<file path="src/rtl/beta_pkg.sv">
// beta_pkg: shared FSM state encoding and default widths for accum_beta
package beta_pkg;

   typedef enum logic [1:0] {
      IDLE = 2'd0,
      ACC  = 2'd1,
      HOLD = 2'd2
   } state_t;

   localparam int DEF_DW = 32;
   localparam int DEF_LW = 4;

endpackage

</file>
<file path="src/rtl/accum_beta.sv">
// accum_beta: sums groups of cfg_len samples and presents each group sum with a carry flag
module accum_beta
   import beta_pkg::*;
#(
   parameter int DW = DEF_DW,
   parameter int LW = DEF_LW
) (
   input  logic          clk,
   input  logic          rst_n,
   input  logic [LW-1:0] cfg_len,
   input  logic          in_valid,
   output logic          in_ready,
   input  logic [DW-1:0] in_data,
   output logic          out_valid,
   input  logic          out_ready,
   output logic [DW-1:0] out_data,
   output logic          out_ovf
);

   state_t        r_state, w_state_nx;
   logic [DW-1:0] r_acc, w_acc_nx;
   logic          r_ovf, w_ovf_nx;
   logic [LW:0]   r_cnt, w_cnt_nx;
   logic [LW-1:0] r_len, w_len_nx;
   logic [LW:0]   w_len_dec;
   logic [LW:0]   w_cnt_inc;
   logic [DW:0]   w_sum;
   logic          w_xfer;

   // A zero length field encodes the full 2^LW group size
   assign w_len_dec = (r_len == '0) ? {1'b1, {LW{1'b0}}} : {1'b0, r_len};
   assign w_cnt_inc = r_cnt + (LW+1)'(1);
   assign w_sum     = {1'b0, r_acc} + {1'b0, in_data};
   assign in_ready  = (r_state == HOLD) ? out_ready : 1'b1;
   assign w_xfer    = in_valid & in_ready;
   assign out_valid = (r_state == HOLD);
   assign out_data  = r_acc;
   assign out_ovf   = r_ovf;

   // Next state and datapath; a transfer in IDLE or HOLD opens a fresh group
   always_comb begin
      w_state_nx = r_state;
      w_acc_nx   = r_acc;
      w_ovf_nx   = r_ovf;
      w_cnt_nx   = r_cnt;
      w_len_nx   = r_len;
      if (w_xfer && (r_state != ACC)) begin
         w_acc_nx   = in_data;
         w_ovf_nx   = 1'b0;
         w_cnt_nx   = (LW+1)'(1);
         w_len_nx   = cfg_len;
         w_state_nx = (cfg_len == LW'(1)) ? HOLD : ACC;
      end else if (w_xfer) begin
         w_acc_nx   = w_sum[DW-1:0];
         w_ovf_nx   = r_ovf | w_sum[DW];
         w_cnt_nx   = w_cnt_inc;
         w_state_nx = (w_cnt_inc == w_len_dec) ? HOLD : ACC;
      end else if ((r_state == HOLD) && out_ready) begin
         w_state_nx = IDLE;
      end
   end

   // State and datapath registers; reset discards any partial group or pending result
   always_ff @(posedge clk or negedge rst_n) begin
      if (!rst_n) begin
         r_state <= IDLE;
         r_acc   <= '0;
         r_ovf   <= 1'b0;
         r_cnt   <= '0;
         r_len   <= '0;
      end else begin
         r_state <= w_state_nx;
         r_acc   <= w_acc_nx;
         r_ovf   <= w_ovf_nx;
         r_cnt   <= w_cnt_nx;
         r_len   <= w_len_nx;
      end
   end

endmodule

</file>
<file path="config.mk">
export PLATFORM = sky130hd
export DESIGN_NAME = accum_beta
export DESIGN_NICKNAME = d
export VERILOG_FILES = /design/src/rtl/beta_pkg.sv /design/src/rtl/accum_beta.sv
export SDC_FILE = /design/constraint.sdc
export NUM_CORES = 1
export LEC_CHECK = 0
export CAP_MARGIN = 0
export CELL_PAD_IN_SITES_DETAIL_PLACEMENT = 0
export CELL_PAD_IN_SITES_GLOBAL_PLACEMENT = 1
export CORE_MARGIN = 5
export CORE_UTILIZATION = 35
export DETAILED_ROUTE_END_ITERATION = 16
export PLACE_DENSITY_LB_ADDON = 0.1
export SYNTH_ARGS = -nofsm -noshare
export SYNTH_HDL_FRONTEND = slang
export SYNTH_SLANG_ARGS = --single-unit
</file>
<file path="constraint.sdc">
create_clock -name clk -period 7.02 [get_ports clk]
set_input_delay 1.053 -clock clk [delete_from_list [all_inputs] [get_ports clk]]
set_output_delay 1.053 -clock clk [all_outputs]
set_load 0.005 [all_outputs]
</file>
==> results of run 1 <==
flip-flops by register name, summed over array words and instances (netlist names):
name	count
out_data	32
r_len	4
out_ovf	1
r_state	2
r_cnt	5
path summary, 6_finish.rpt:
check,endpoint,slack [ps],cells after the start
min in group asynchronous,out_data[1]$_DFFE_PN0P_,920,1
worst min register to register,r_cnt[4]$_DFFE_PN0P_,520,2
worst max-delay path,out_ovf$_DFFE_PN0P_,3350,11
worst max register to register,out_ovf$_DFFE_PN0P_,4140,10
max in group asynchronous,r_cnt[4]$_DFFE_PN0P_,5410,1
worst min-delay path,r_cnt[4]$_DFFE_PN0P_,520,2
Yosys cell counts, types with 3 or more instances:
cell type and instances:
a21oi_1 61, nand2_1 61, dfrtp_1 44, nor2_1 43, o21ai_0 41, ha_1 33, xnor2_1 20, a21o_1 19
clkbuf_1 19, xor2_1 10, nand3_1 9, a31oi_1 8, nand4_1 8, a211oi_1 7, and3_1 7, nor3_1 6
inv_1 5, o21a_1 5, mux2_2 4, o21bai_1 4, a22o_1 3, nor2b_1 3, o22ai_1 3, or2_2 3
or3_1 3
where the power goes:
part / internal, mW / switching [mW]
registers: 0.374 / 0.112
logic: 0.693 / 0.775
clock network: 0.0709 / 0.106
total: 1.14 / 0.993
cell families (layout without fill, tap and decap cells):
logic type | after synthesis | count (layout) | share of synthesized area [%]
AOI/OAI and AO/OA | 175 | 175 | 29.0
xor gates and xnor gates | 30 | 30 | 6.91
adders and majority gates | 34 | 34 | 11.4
buffers and inverters | 29 | 91 | 3.32
DFF | 44 | 44 | 29.0
muxes | 6 | 6 | 1.71
and+or+nand+nor | 155 | 155 | 18.8
critical path: stages:
cell,delay (ps)
clkdlybuf4s50_1,430
ha_1,240
fa_1,420
a21o_1,220
a31oi_1,300
nor2_1,100
a21oi_2,290
a211oi_2,130
o21ai_1,270
a211oi_1,100
or2_2,300
cell type report:
type	instances	area [um^2]
repair buffers	78	766
clock inverters	3	23.8
flip-flops and latches	44	1100
well taps	140	175
fillers	1136	6020
clock buffers	5	68.8
multi-input cells	400	2570
inverters	5	18.8
metal layers:
metal  vias up  wire [um]
li1       1844          -
met1      1711       5510
met2        75       4840
met3         7        489
met4         0         68
met5         -          0
==> key figures, run 1 <==
Setup path
  – Worst EP required: 7210 ps
  – Type of origin of the critical path: primary input
  – R2r startpoint: out_data[0]$_DFFE_PN0P_
  – Crit Path Max Fanout: 5
  – Worst Setup SP: in_data[0]
  – WP data arrival: 3860 ps
  – Critical Path End Type: register
  – Crit Path Class: in -> reg

Floorplan
  – Ports: 75
  – Die height: 114 um
  – Die ar.: 0.0130 mm^2
  – Initial Util: 35.4%
  – Row count: 38
  – Core area: 0.0107 mm^2
  – Die X-Extent: 114 um

Pwr
  – Leakage power figure: 1.99 nW
  – Total power: 2.13 mW
  – Max IR drop VDD: 148 uV
  – PD cells: 451 mW/mm^2

STA
  – Clock skew: 8.04 ps
  – Final hold violation count: 0
  – Minimum clock period: 3670 ps
  – Max Transition Viols Final: 0
  – Slew HR: 28.0%
  – Max Fclk: 273 MHz
  – RSZ-0062 raised after global routing: no
  – Final setup violating endpoints: 0
  – Final hold slack: 517 ps
  – Worst Tran Pin Value: 1080 ps
  – Setup ws final: 3350 ps
  – Period utilisation layout: 52.2%
  – TNS Setup: 0 ps

Global routing
  – GRT overflow: 0
  – Met3 Use GR: 2.54%
  – First-pass GRT wire length: 18.6 mm
  – Initial antenna violation count: 0
  – Number of global-route vias before repair: 3727
  – Most used routing layer: met2
  – Largest net degree at the start of global routing: 45
  – Global-route usage over all layers: 17.3%
  – Met1 GRT Util: 24.9%
  – Met2 Use GR: 27.9%

Synthesis
  – Syn Area/Cell: 8.04 um^2
  – YS warnings: 0
  – Seq/Total Area, Yosys: 29.0%
  – Synth Register Bits: 44
  – Top area cells in the synthesized netlist: dfrtp_1, ha_1, a21oi_1
  – Post-synth top area share: 29.0%
  – Primary FF master, synth: dfrtp_1
  – Post-synth EDFFs: 0
  – Syn_nets: 547
  – Yosys cell types: 59
  – Gate Count Post-Synth: 473
  – Largest area contributor in the netlist: dfrtp_1
  – Syn Std Cell Area: 0.00380 mm^2
  – Ys async rst share: 100%

Routing
  – DR WL/cell: 16.2 um
  – Vias/cell: 5.39
  – Routed wire length: 10.9 mm
  – Drt drc: 0
  – Iter 0 DRT Violations: 206
  – Vias: 3637
  – DRT Pass-1 Iters: 4
  – Detail Route Antenna Nets: 0

Finish
  – Nets: 608
  – Final Cell Area: 0.00473 mm^2
  – ANT cells: 0
  – Area grow syn2layout: 24.3%
  – Commonest cells after routing, fill and taps aside: clkdlybuf4s50_1, nand2_1, a21oi_1
  – Layout cells sized above 1: 5.61%
  – Finished Layout Cells: 675
  – Final Util: 44.0%
  – Most common cell after layout, fill and taps aside: clkdlybuf4s50_1

Outcome
  – Status: complete, no violations

Place
  – Hpwl dp: 8.09 mm
  – Placed cells: 667
  – RePlAce Congestion: 0.820
  – Setup WS pre-CTS: 3030 ps
  – I/O Buffers: 74
  – Cell Area, Placed: 0.00464 mm^2

Min path
  – HP Start: r_cnt[4]$_DFFE_PN0P_
  – HP Class: reg -> reg

Clock tree
  – Clock Sinks: 44
  – CTS root buf: clkbuf_8
  – Clock slew at reported path FFs: 100 ps
  – Resize count post-CTS: 0
  – TritonCTS Buffers: 5
  – # Post-CTS Setup Buffers: 0
  – Hold buffers post-CTS: 0
  – Clock buffer depth: 2
  – H-tree depth: 2
  – Clk Latency, worst-skew pair: 310 ps
  – CTS tree: yes

Flow run
  – Max-cap viol count: 0
(Power assumes the default switching activity.)
==> inputs of run 2 (changes only) <==
==> constraint.sdc (replaced) <==
create_clock -name clk -period 3.6 [get_ports clk]
set_input_delay 0.54 -clock clk [delete_from_list [all_inputs] [get_ports clk]]
set_output_delay 0.54 -clock clk [all_outputs]
set_load 0.005 [all_outputs]
==> run 2 against run 1 <==
Core utilization is 0.62 points higher. First-iteration DRC count is 6.8% higher. Clock skew down 0.66 ps. Hold slack worse by 82 ps. Final cell count up 0.74%. Global-route usage grew 0.23 points. Register-to-register slack lost 3400 ps. Worst setup slack got worse by 2900 ps. Routed wire length is 4.1% higher. Largest cell class unchanged.
==> key figures, run 2 (synthesis gave the netlist of run 1 again) <==
Outcome
  – Status: complete, no violations

Finish
  – Most common cell after layout, fill and taps aside: clkdlybuf4s50_1
  – Nets: 613 (+0.82%)
  – Max FFs per register: 32 (unchanged)
  – Layout cells sized above 1: 6.48% (+0.87 points)
  – Finished Layout Cells: 680 (+0.74%)
  – Number of fill cells: 1107 (-2.6%)
  – Final Cell Area: 0.00479 mm^2 (+1.4%)
  – ANT cells: 0 (unchanged)
  – Commonest cells after routing, fill and taps aside: clkdlybuf4s50_1, nand2_1, a21oi_1
  – Multi-input gate area: 0.00257 mm^2 (unchanged)
  – Area grow syn2layout: 26.1%
  – Register Area: 0.00110 mm^2 (unchanged)

Routing
  – Detail Route Antenna Nets: 0 (unchanged)
  – Drt drc: 0 (unchanged)
  – Routed wire length: 11.4 mm (+4.1%)
  – DR WL/cell: 16.7 um (+3.3%)
  – Iter 0 DRT Violations: 220 (+6.8%)
  – Vias/cell: 5.44 (+0.90%)
  – Vias: 3697 (+1.6%)
  – DRT Pass-1 Iters: 5 (+1)

STA
  – Slew HR: 26.3% (-1.7 points)
  – Period utilisation layout: 88.2%
  – Max Transition Viols Final: 0 (unchanged)
  – Worst Tran Pin Value: 1100 ps (+25.3 ps)
  – Setup ws final: 425 ps (-2930 ps)
  – Clock skew: 7.37 ps (-0.664 ps)
  – Max Fclk: 315 MHz
  – Minimum clock period: 3170 ps
  – RSZ-0062 raised after global routing: no
  – Final hold violation count: 0 (unchanged)
  – TNS Setup: 0 ps (unchanged)
  – Final setup violating endpoints: 0 (unchanged)

Floorplan
  – Core area: 0.0107 mm^2 (unchanged)
  – Die ar.: 0.0130 mm^2 (unchanged)
  – Die height: 114 um (unchanged)
  – Die X-Extent: 114 um (unchanged)
  – Initial Util: 35.4% (unchanged)
  – Row count: 38 (unchanged)
  – Ports: 75 (unchanged)

Global routing
  – First-pass GRT wire length: 18.9 mm (+1.2%)
  – Initial antenna violation count: 0 (unchanged)
  – Largest net degree at the start of global routing: 45 (unchanged)
  – GRT overflow: 0 (unchanged)
  – Number of global-route vias before repair: 3679 (-1.3%)
  – Global-route usage over all layers: 17.5% (+0.23 points)

Clock tree
  – Clock Sinks: 44 (unchanged)
  – H-tree depth: 2 (unchanged)
  – Clock buffer depth: 2 (unchanged)
  – # Post-CTS Setup Buffers: 0 (unchanged)
  – CTS tree: yes
  – Clock slew at reported path FFs: 100 ps (about the same)
  – Hold buffers post-CTS: 0 (unchanged)
  – TritonCTS Buffers: 5 (unchanged)
  – Clk Latency, worst-skew pair: 310 ps (about the same)
  – CTS root buf: clkbuf_8
  – Resize count post-CTS: 0 (unchanged)

Place
  – Cell Area, Placed: 0.00467 mm^2 (+0.81%)
  – Setup WS pre-CTS: 134 ps (-2900 ps)
  – Placed cells: 672 (+0.75%)
  – Hpwl dp: 8.39 mm (+3.6%)
  – I/O Buffers: 74 (unchanged)
  – RePlAce Congestion: 0.827 (+0.87%)

Pwr
  – Comb power frac: 67.9% (-1.0 points)
  – Sw Share: 45.7% (-0.95 points)
  – PD cells: 895 mW/mm^2 (+99%)
  – Sw Pwr: 1.96 mW (+97%)
  – Clock power frac: 10.0% (+1.7 points)
  – Sequential power share: 22.1% (-0.7 points)
  – Total power: 4.29 mW (+100%)
  – Max IR drop VDD: 301 uV (+100%)
  – Pint: 2.33 mW (+100%)
  – Leakage power figure: 2.04 nW (+2.2%)

Setup path
  – Critical path, cell by cell: clkdlybuf4s50_1, ha_1, fa_1, a21o_1, a31oi_1, nor2_1, a21oi_2, a211oi_2, o21ai_1, a211oi_1, or2_2
  – Type of origin of the critical path: primary input
  – Critical Path End Type: register
  – Critical path's top delay family: compound AO/OA/AOI/OAI gates
  – Crit Path Max Fanout: 5 (unchanged)
  – Worst EP required: 3790 ps (-3420 ps)
  – WP data arrival: 3370 ps (-490 ps)
  – CP max stage delay: 430 ps (about the same)
  – CP bufs+invs: 1 (unchanged)
  – Crit Path Class: in -> reg
  – Crit-path slowest cell: clkdlybuf4s50_1

Flow run
  – Max-cap viol count: 0 (unchanged)

Min path
  – HP Class: in -> async
==> run 2: cell count changes in the layout (fill, tap and decap cells not counted), sizes merged <==
cell      delta
clkinvlp     -2
clkbuf       +1
bufinv       +1
buf          +5
==> run 2: power groups by stage <==
stage / Clock (mW) / Sequential [mW] / Combinational (mW)
3_5_place_dp: 0 / 0.958 / 2.91
3_3_place_gp: 0 / 0.950 / 2.91
2_1_floorplan: 0 / 0.927 / 1.98
4_1_cts: 0.445 / 0.952 / 2.93
6_report: 0.430 / 0.946 / 2.91
5_1_grt: 0.465 / 0.986 / 3.25
==> run 2: cell type report <==
type | count | area share, %
multi-input cells | 400 | 53.7
flip-flops and latches | 44 | 23.0
repair buffers | 83 | 16.8
well taps | 140 | 3.65
clock buffers | 6 | 1.72
clock inverters | 2 | 0.809
inverters | 5 | 0.391
==> run 2: worst paths after layout <==
path | start | end | slack, ps | cells past startpoint
setup reg to reg | out_data[0]$_DFFE_PN0P_ | out_ovf$_DFFE_PN0P_ | 690 | 10
max in group asynchronous | rst_n | out_ovf$_DFFE_PN0P_ | 2490 | 1
min in group clk | r_cnt[4]$_DFFE_PN0P_ | r_cnt[4]$_DFFE_PN0P_ | 520 | 2
hold reg to reg | r_cnt[4]$_DFFE_PN0P_ | r_cnt[4]$_DFFE_PN0P_ | 520 | 2
hold / removal | rst_n | out_data[1]$_DFFE_PN0P_ | 440 | 1
setup / recovery | in_data[0] | out_ovf$_DFFE_PN0P_ | 430 | 11
==> run 2: routing by layer <==
layer	part of all wire [%]	vias to the layer above	global-route usage [%]
met5	0	-	0
met4	0.92	0	3.09
met3	4.4	9	3.01
met2	44	81	27.9
met1	50	1746	25.3
li1	-	1861	-
==> run 2: stage by stage <==
stage          util, %  hold slack (ps)
2_1_floorplan        -              244
3_3_place_gp      43.5              484
3_5_place_dp      43.5              498
4_1_cts           44.6              466
5_1_grt           44.6              526
6_report          44.6              436
==> inputs of run 3 (changes only) <==
--- a/config.mk
+++ b/config.mk
@@ -5,6 +5,7 @@
 export SDC_FILE = /design/constraint.sdc
 export NUM_CORES = 1
 export LEC_CHECK = 0
+export ABC_CLOCK_PERIOD_IN_PS = 3600
 export CAP_MARGIN = 0
 export CELL_PAD_IN_SITES_DETAIL_PLACEMENT = 0
 export CELL_PAD_IN_SITES_GLOBAL_PLACEMENT = 1
==> constraint.sdc (replaced) <==
create_clock -name clk -period 3.6 [get_ports clk]
set_input_delay 0.54 -clock clk [delete_from_list [all_inputs] [get_ports clk]]
set_output_delay 0.54 -clock clk [all_outputs]
set_load 0.01 [all_outputs]
==> results of run 3 <==
The final DEF is identical to that of run 2. Status: complete, no violations.
Among the figures that moved: total power 4.29 mW -> 4.37 mW
